--- config.mk ---
export PLATFORM = sky130hd
export DESIGN_NAME = multicore_memory_control_flat
export DESIGN_NICKNAME = d
export VERILOG_FILES = /design/src/rtl/cpu_types_pkg.sv /design/src/rtl/cache_control_if.sv /design/src/rtl/rr_arbiter.sv /design/src/rtl/multicore_memory_control.sv /design/src/flat_wrapper.sv
export SDC_FILE = /design/constraint.sdc
export NUM_CORES = 1
export LEC_CHECK = 0
export ABC_AREA = 0
export CAP_MARGIN = 10
export CORE_AREA = 2 2 170 172
export CTS_CLUSTER_DIAMETER = 120
export DETAILED_ROUTE_END_ITERATION = 10
export DIE_AREA = 0 0 172 174
export DONT_BUFFER_PORTS = 1
export GPL_TIMING_DRIVEN = 0
export PLACE_DENSITY = 0.32
export RECOVER_POWER = 50
export SYNTH_ARGS = -nofsm -noshare
export SYNTH_HDL_FRONTEND = slang
export SYNTH_SLANG_ARGS = --single-unit
--- constraint.sdc ---
create_clock -name CLK -period 2.1 [get_ports CLK]
set_input_delay 0.315 -clock CLK [delete_from_list [all_inputs] [get_ports CLK]]
set_output_delay 0.315 -clock CLK [all_outputs]
set_load 0.02 [all_outputs]
--- src/rtl/cpu_types_pkg.sv ---
// Shared CPU/memory types: word width, RAM status and memory-controller states.
package cpu_types_pkg;

    typedef logic [31:0] word_t;

    typedef enum logic [1:0] {
        FREE,
        BUSY,
        ACCESS,
        ERROR
    } ramstate_t;

    typedef enum logic [1:0] {
        IDLE,
        GRANT,
        DONE
    } memctl_state_t;

endpackage

--- src/rtl/cache_control_if.sv ---
// Bundle between per-CPU cache pairs, the memory controller and the RAM.
interface cache_control_if #(parameter int CPUS = 2);
    import cpu_types_pkg::*;

    logic [CPUS-1:0] iREN, dREN, dWEN;
    logic [CPUS-1:0] iwait, dwait;
    word_t           iaddr  [CPUS];
    word_t           daddr  [CPUS];
    word_t           dstore [CPUS];
    word_t           iload  [CPUS];
    word_t           dload  [CPUS];

    ramstate_t       ramstate;
    word_t           ramload;
    word_t           ramaddr, ramstore;
    logic            ramREN, ramWEN;

    modport cc (
        input  iREN, dREN, dWEN, iaddr, daddr, dstore, ramstate, ramload,
        output iwait, dwait, iload, dload, ramaddr, ramstore, ramREN, ramWEN
    );

endinterface

--- src/rtl/rr_arbiter.sv ---
// Combinational round-robin picker: first set request at or after ptr, wrapping at N.
module rr_arbiter #(
    parameter int N = 4
) (
    input  logic [N-1:0]         req,
    input  logic [$clog2(N)-1:0] ptr,
    output logic [$clog2(N)-1:0] gnt_idx,
    output logic                 any
);

    localparam int IDX_W = $clog2(N);

    always_comb begin
        int unsigned        pos;
        logic [IDX_W-1:0]   k;
        any     = 1'b0;
        gnt_idx = '0;
        for (int unsigned i = 0; i < N; i++) begin
            pos = 32'(ptr) + i;
            if (pos >= N) pos = pos - N;
            k = IDX_W'(pos);
            if (!any && req[k]) begin
                any     = 1'b1;
                gnt_idx = k;
            end
        end
    end

endmodule

--- src/rtl/multicore_memory_control.sv ---
// Single-port RAM arbiter serving CPUS instruction/data cache pairs round-robin.
module multicore_memory_control
    import cpu_types_pkg::*;
#(
    parameter int CPUS   = 2,
    parameter int WORD_W = 32
) (
    input logic        CLK,
    input logic        nRST,
    cache_control_if.cc ccif
);

    localparam int N     = 2 * CPUS;
    localparam int IDX_W = $clog2(N);

    memctl_state_t    state, next_state;
    logic [IDX_W-1:0] grant, next_grant;
    logic [IDX_W-1:0] rr_ptr, next_ptr;
    logic [IDX_W-1:0] arb_idx;
    logic             arb_any;
    logic [N-1:0]     req;
    logic [N-1:0]     w;

    logic              g_req, g_ren, g_wen;
    logic [WORD_W-1:0] g_addr, g_store;

    // Requester r = 2*cpu + kind, kind 0 = data, 1 = instruction.
    for (genvar c = 0; c < CPUS; c++) begin : g_cpu
        assign req[2*c]     = ccif.dREN[c] | ccif.dWEN[c];
        assign req[2*c+1]   = ccif.iREN[c];
        assign ccif.dwait[c] = w[2*c];
        assign ccif.iwait[c] = w[2*c+1];
        assign ccif.dload[c] = ccif.ramload;
        assign ccif.iload[c] = ccif.ramload;
    end

    rr_arbiter #(.N(N)) u_arb (
        .req     (req),
        .ptr     (rr_ptr),
        .gnt_idx (arb_idx),
        .any     (arb_any)
    );

    // Live view of the granted requester; a write beats a read on the same data port.
    always_comb begin
        g_req   = 1'b0;
        g_ren   = 1'b0;
        g_wen   = 1'b0;
        g_addr  = '0;
        g_store = '0;
        for (int unsigned c = 0; c < CPUS; c++) begin
            if (grant == IDX_W'(2*c)) begin
                g_req   = ccif.dREN[c] | ccif.dWEN[c];
                g_wen   = ccif.dWEN[c];
                g_ren   = ccif.dREN[c] & ~ccif.dWEN[c];
                g_addr  = ccif.daddr[c];
                g_store = ccif.dstore[c];
            end else if (grant == IDX_W'(2*c+1)) begin
                g_req  = ccif.iREN[c];
                g_ren  = ccif.iREN[c];
                g_addr = ccif.iaddr[c];
            end
        end
    end

    always_ff @(posedge CLK or negedge nRST) begin
        if (!nRST) begin
            state  <= IDLE;
            grant  <= '0;
            rr_ptr <= '0;
        end else begin
            state  <= next_state;
            grant  <= next_grant;
            rr_ptr <= next_ptr;
        end
    end

    always_comb begin
        next_state    = state;
        next_grant    = grant;
        next_ptr      = rr_ptr;
        w             = '1;
        ccif.ramREN   = 1'b0;
        ccif.ramWEN   = 1'b0;
        ccif.ramaddr  = '0;
        ccif.ramstore = '0;
        case (state)
            IDLE: begin
                if (arb_any) begin
                    next_grant = arb_idx;
                    next_state = GRANT;
                end
            end
            GRANT: begin
                // A withdrawn request aborts without touching rr_ptr.
                if (!g_req) begin
                    next_state = IDLE;
                end else begin
                    ccif.ramREN   = g_ren;
                    ccif.ramWEN   = g_wen;
                    ccif.ramaddr  = g_addr;
                    ccif.ramstore = g_store;
                    if (ccif.ramstate == ACCESS) begin
                        w[grant]   = 1'b0;
                        next_state = DONE;
                    end
                end
            end
            DONE: begin
                next_ptr   = (grant == IDX_W'(N-1)) ? '0 : grant + IDX_W'(1);
                next_state = IDLE;
            end
            default: next_state = IDLE;
        endcase
    end

endmodule

--- src/flat_wrapper.sv ---
// flat-port wrapper written by rule: the top's interface ports become plain ports
module multicore_memory_control_flat import cpu_types_pkg::*;
#(
    parameter int CPUS   = 2,
    parameter int WORD_W = 32
)
  (CLK, nRST, ccif_iREN, ccif_dREN, ccif_dWEN, ccif_iaddr, ccif_daddr, ccif_dstore, ccif_ramstate, ccif_ramload, ccif_iwait, ccif_dwait, ccif_iload, ccif_dload, ccif_ramaddr, ccif_ramstore, ccif_ramREN, ccif_ramWEN);
  cache_control_if #(.CPUS(CPUS)) ccif_i ();
  input logic CLK;
  input logic nRST;
  input wire logic [$bits(ccif_i.iREN)-1:0] ccif_iREN;
  input wire logic [$bits(ccif_i.dREN)-1:0] ccif_dREN;
  input wire logic [$bits(ccif_i.dWEN)-1:0] ccif_dWEN;
  input wire logic [$bits(ccif_i.iaddr)-1:0] ccif_iaddr;
  input wire logic [$bits(ccif_i.daddr)-1:0] ccif_daddr;
  input wire logic [$bits(ccif_i.dstore)-1:0] ccif_dstore;
  input wire logic [$bits(ccif_i.ramstate)-1:0] ccif_ramstate;
  input wire logic [$bits(ccif_i.ramload)-1:0] ccif_ramload;
  output wire logic [$bits(ccif_i.iwait)-1:0] ccif_iwait;
  output wire logic [$bits(ccif_i.dwait)-1:0] ccif_dwait;
  output wire logic [$bits(ccif_i.iload)-1:0] ccif_iload;
  output wire logic [$bits(ccif_i.dload)-1:0] ccif_dload;
  output wire logic [$bits(ccif_i.ramaddr)-1:0] ccif_ramaddr;
  output wire logic [$bits(ccif_i.ramstore)-1:0] ccif_ramstore;
  output wire logic [$bits(ccif_i.ramREN)-1:0] ccif_ramREN;
  output wire logic [$bits(ccif_i.ramWEN)-1:0] ccif_ramWEN;
  assign ccif_i.iREN = ccif_iREN;
  assign ccif_i.dREN = ccif_dREN;
  assign ccif_i.dWEN = ccif_dWEN;
  assign ccif_i.iaddr = {>>{ccif_iaddr}};
  assign ccif_i.daddr = {>>{ccif_daddr}};
  assign ccif_i.dstore = {>>{ccif_dstore}};
  assign ccif_i.ramstate = ccif_ramstate;
  assign ccif_i.ramload = ccif_ramload;
  assign ccif_iwait = ccif_i.iwait;
  assign ccif_dwait = ccif_i.dwait;
  assign ccif_iload = {>>{ccif_i.iload}};
  assign ccif_dload = {>>{ccif_i.dload}};
  assign ccif_ramaddr = ccif_i.ramaddr;
  assign ccif_ramstore = ccif_i.ramstore;
  assign ccif_ramREN = ccif_i.ramREN;
  assign ccif_ramWEN = ccif_i.ramWEN;
  multicore_memory_control #(.CPUS(CPUS), .WORD_W(WORD_W)) u_core (.CLK(CLK), .nRST(nRST), .ccif(ccif_i));
endmodule
# After elaboration in Yosys (flattened, before gate mapping)
# Cells that the tools add are included.
[totals]
register_bits = 6
latch_bits = 0
ram_bits = 0
rom_bits = 0
inputBits = 234
out_inout_bits = 198
wordCells = 100
memories = 0
[op_classes]
add_sub_neg = 8
multipliers = 0
n_div = 0
order_cmp = 10
n_eq_ne = 8
shifts = 0
n_mux = 53
bitwise_logic = 7
n_reduce_logical = 11
[op_table]
columns = ["cell", "count"]
rows = [
  ["$mux 32", 10],
  ["$mux 2", 12],
  ["$mux 1", 22],
  ["$lt 2x3->1 const B", 5],
  ["$mux 4", 3],
  ["$ge 3x3->1 const B", 3],
  ["$bmux 1 s2", 4],
  ["$eq 2x2->1 const B", 4],
  ["$sub 2x1->2 const B", 4],
  ["$add 2x2->3 const B", 2],
  ["$eq 2x1->1 const B", 2],
  ["$logic_and 1x1->1", 4],
  ["$logic_not 2->1", 2],
  ["$not 4->4", 1],
  ["$pmux 2 s2", 1],
  ["$reduce_and 2->1", 2],
  ["$add 2x1->3 const B", 1],
  ["$ge 2x3->1 const B", 1],
  ["$logic_not 1->1", 3],
  ["$ne 3x3->1 const B", 1],
  ["$add 2x1->2 const B", 1],
  ["$and 1x1->1", 2],
  ["$demux 1 s2", 1],
  ["$ge 2x1->1 const B", 1],
  ["3 further kinds", 5],
]

# Logic depth before layout (Yosys ltp)
[logic_depth]
depth_word = 16
depth_mapped = 9

# By module
# A second synthesis with hierarchy kept.
[unflattened]
hier_cells = 493
hier_area_um2 = 3374.5
[modules_own_cells]
columns = ["mod", "n_inst", "cells_each", "area_per_inst_um2", "seq_area_each_um2"]
rows = [
  ["multicore_memory_control", 1, 478, 3296.9, 150.1],
  ["rr_arbiter", 1, 15, 77.6, 0.0],
]

# Worst setup path before layout
# No wires, ideal clock.
[synth_timing]
path_type = "register -> output"
startpoint = "reg u_core.grant[0]"
endpoint = "out ccif_ramstore[11]"
arrival_ps = 1892
required_ps = 1785
path_slack_ps = -107
path_stages_with_launch = 9
path_buffers = 3
cell_sequence = "dfrtp_1 -> ha_1 -> buf_2 -> nor2b_4 -> a311oi_4 -> o21ai_2 -> buf_6 -> buf_6 -> nor2_1"
[synth_between]
elab_chain_len = 7
word_cells_on_any_way = 12
cone_classes = "eq/ne: 3; mux: 8; reduce/logical: 1"
[synth_rtl]
columns = ["element", "line", "rtl"]
rows = [
  ["start, declared", "multicore_memory_control.sv:17", "logic [IDX_W-1:0] grant, next_grant;"],
  ["start signal, assigned", "multicore_memory_control.sv:73", "grant <= next_grant;"],
  ["$eq 2x1->1", "multicore_memory_control.sv:58", "end else if (grant == IDX_W'(2*c+1)) begin"],
  ["$mux 1", "multicore_memory_control.sv:58", ""],
  ["$mux 1", "multicore_memory_control.sv:52", "if (grant == IDX_W'(2*c)) begin"],
  ["$mux 1", "multicore_memory_control.sv:58", ""],
  ["$mux 1", "multicore_memory_control.sv:52", ""],
  ["$mux 32 (*)", "multicore_memory_control.sv:96", "if (!g_req) begin"],
  ["$mux 32 (*)", "multicore_memory_control.sv:87", "case (state)"],
  ["end, declared", "flat_wrapper.sv:24", "output wire logic [$bits(ccif_i.ramstore)-1:0] ccif_ramstore;"],
]
# Mark *: on every way between the ends. The rest lies on a longest branch, timed or not.

# Worst setup path after layout
[layout_timing]
startpoint = "reg u_core.grant[1]"
endpoint = "out ccif_ramstore[19]"
# The elaborated chain is that of the path after synthesis.

==> run summary <==
Pin count of the biggest net entering global routing: 11
Crit Path Class: register to output pin
Power share of the clock group: 4.7%
Synth area leader: buf_4
Vias per inst: 4.019
FP Rows: 62
Initial drt markers: 88
Sink Count: 6
Synth warn: 0
Layout Cells excl Fill: 830
Remaining antenna violation count: 0
Sequential share of power: 3.3%
RSZ-0062 raised after global routing: yes
Total Power: 6667 µW
Layout cells sized above 1: 46.29%
Dpl cells: 802
Max-cap violations: 0
Core area: 28240 µm²
Area Overhead vs Synth: 47.11%
Core Util, Final: 15.32%
Clk_lat worst skew: 0.23 ns
I/O Pins: 432
Post-DP Area: 3526 µm²
Initial antenna violation count: 1
Average wire per standard cell: 22.05 µm
Starting density of the core: 10.41%
Clk_skew: 0.002386 ns
DRT Pass-1 Iters: 4
Leak pwr: 0.001347 µW
Final min period: 2.500 ns
Vias in the first global route: 3145
Number of port buffers: 0
Asr flop ratio synth: 100.0%
Required @ worst endpoint: 1.78 ns
EDFF count, synth: 0
Clk root buf: clkbuf_16
Sequential cell area fraction in the yosys report: 5.106%
Final Wtd Congestion: 0.7359
Clk buf depth: 2
Mapped Area: 2940 µm²
Switch Pwr: 3980 µW
Final HPWL DP: 15320 µm
Int Power: 2687 µW
Status: finished, violations left
Post-Syn Instances: 418
Total CTS buffers: 3
Final instance area: 4325 µm²
Area share of the largest cell type after synthesis: 32.94%
Ys flop type: dfrtp_1
Cell variety after synth: 39
Startpoint types: register
Sum Neg Setup Slack: -24.11 ns
Worst EP arrival: 2.18 ns
Most frequent cell after synthesis: buf_4
Die area: 29930 µm²
Violated checks: negative setup slack
# setup viols final: 69
Cell Pwr Density: 1541 nW/µm²
Fmax: 0.4000 GHz
Routed WL: 18300 µm
Synth area leaders: buf_4 (33%), a221o_1 (11%), a22oi_1 (8.4%)
Worst-path fanout max: 8
Gate power share: 92.0%
Die width: 172 µm
Endpoint class of the critical path: output pin
Die H: 174 µm
CTS tree: built
Number of H-tree levels: 1
Hold crit path type: input pin to register
Slew Limit Headroom: 51.80%
Routed vias: 3336
Hold Fails Final Rpt: 0
VDD IR max: 489.8 µV
First-pass GRT wire length: 23030 µm
Total grt overflow: 0
Sw Share: 59.70%
Synth top cells by count: buf_4 (129), nand2_1 (36), a221o_1 (33), a22oi_1 (33)
Clock slew at reported path FFs: 0.03 ns
Mean area per synthesized cell: 7.034 µm²
Syn nets: 656
Worst-Margin Slew: 0.7204 ns
Synthesis-stage register bit count: 6
Fin. max-slew vios: 0
Final Net Count: 685
Setup ws final: -0.3997 ns
DRC Markers: 0
Final period utilization: 119.0%
Total GRT Usage: 10.90%
==> cell usage in the layout, fill, tap and decap left out, types with 7 or more instances in the layout <==
cell       instances
a221o_1           33
nor2_4            35
a21oi_4           32
clkbuf_2          10
buf_6              8
buf_4             83
clkbuf_16          7
nand2_1           36
clkbuf_1          71
o211ai_1          32
a22oi_1           33
==> metal layers <==
metal  track usage, %  wire (µm)
met3            2.527       1622
met2            20.21       9153
met5                0          0
met4            2.731        499
met1            12.40       7027
==> registers in the layout (all words and copies together) (netlist names) <==
name           count
u_core.grant       2
u_core.rr_ptr      2
u_core.state       2
==> worst max-delay path, stage by stage, from the launching register on <==
cell      delay, ns
dfrtp_2        0.44
inv_2          0.10
ha_4           0.13
buf_6          0.12
o21ai_4        0.06
a311oi_4       0.34
o21ai_4        0.18
buf_12         0.23
buf_12         0.15
nor2_4         0.19
==> stage by stage <==
step | worst slack, ns | hold slack [ns]
finish | -0.3997 | 0.1425
global route | -0.5439 | 0.1396
CTS | -0.5626 | 0.1391
detailed placement | -1.270 | 0.01959
global placement | -1.240 | 0.01961
floorplan | -0.1004 | 0.01941
==> what timing repair did <==
| item | CTS | global route |
|---|---|---|
| hold buffers | 1 | 0 |
| gates cloned | 2 | 2 |
| buffers inserted | 14 | 6 |
| setup endpoints to repair | 72 | 72 |
| pin swaps | 17 | 14 |
| endpoints found under the hold margin | 6 | 0 |
| resized for setup | 143 | 33 |
==> path summary, 6_finish.rpt <==
path / startpoint / end / slack (ns) / cells past startpoint
max in group asynchronous: nRST / u_core.grant[1] / 1.46 / 1
worst min register to register: u_core.grant[1] / u_core.grant[1] / 0.59 / 2
worst max register to register: u_core.grant[1] / u_core.state[0] / 0.07 / 9
worst min-delay path: ccif_ramstate[0] / u_core.state[1] / 0.14 / 1
worst max-delay path: u_core.grant[1] / ccif_ramstore[19] / -0.40 / 9
min in group asynchronous: nRST / u_core.rr_ptr[1] / 0.40 / 1
==> cell families (layout without fill, tap and decap cells) <==
kind of cell             count (synthesis)  in the layout  share of synthesized area (%)
adder cells (fa/ha/maj)                  4              4                          1.702
flip-flops                               6              6                          5.106
multiplexers                             1              1                         0.3830
buffers and inverters                  172            199                          39.53
AND/OR/NAND/NOR                         87             87                          14.85
other                                    0              1                              0
AO/OA/AOI/OAI                          148            148                          38.43
==> cell type report <==
cell class,count,area [µm²]
Fill cell,3314,23910
Multi-Input combinational cell,240,2240
Buffer,165,1050
Tap cell,384,480.5
Timing Repair Buffer,25,294.0
Sequential cell,6,152.6
Clock buffer,3,75.07
Inverter,6,31.28
Antenna cell,1,2.502
==> power groups by stage <==
stage / clock, µW / combinational [µW] / sequential (µW)
final: 314 / 6140 / 218
after global routing: 322 / 6590 / 225
after CTS: 317 / 5860 / 220
after detailed placement: 0 / 4410 / 211
after global placement: 0 / 4420 / 210
after floorplan: 0 / 3290 / 195
No activity file was read; power rests on OpenSTA's default activity.
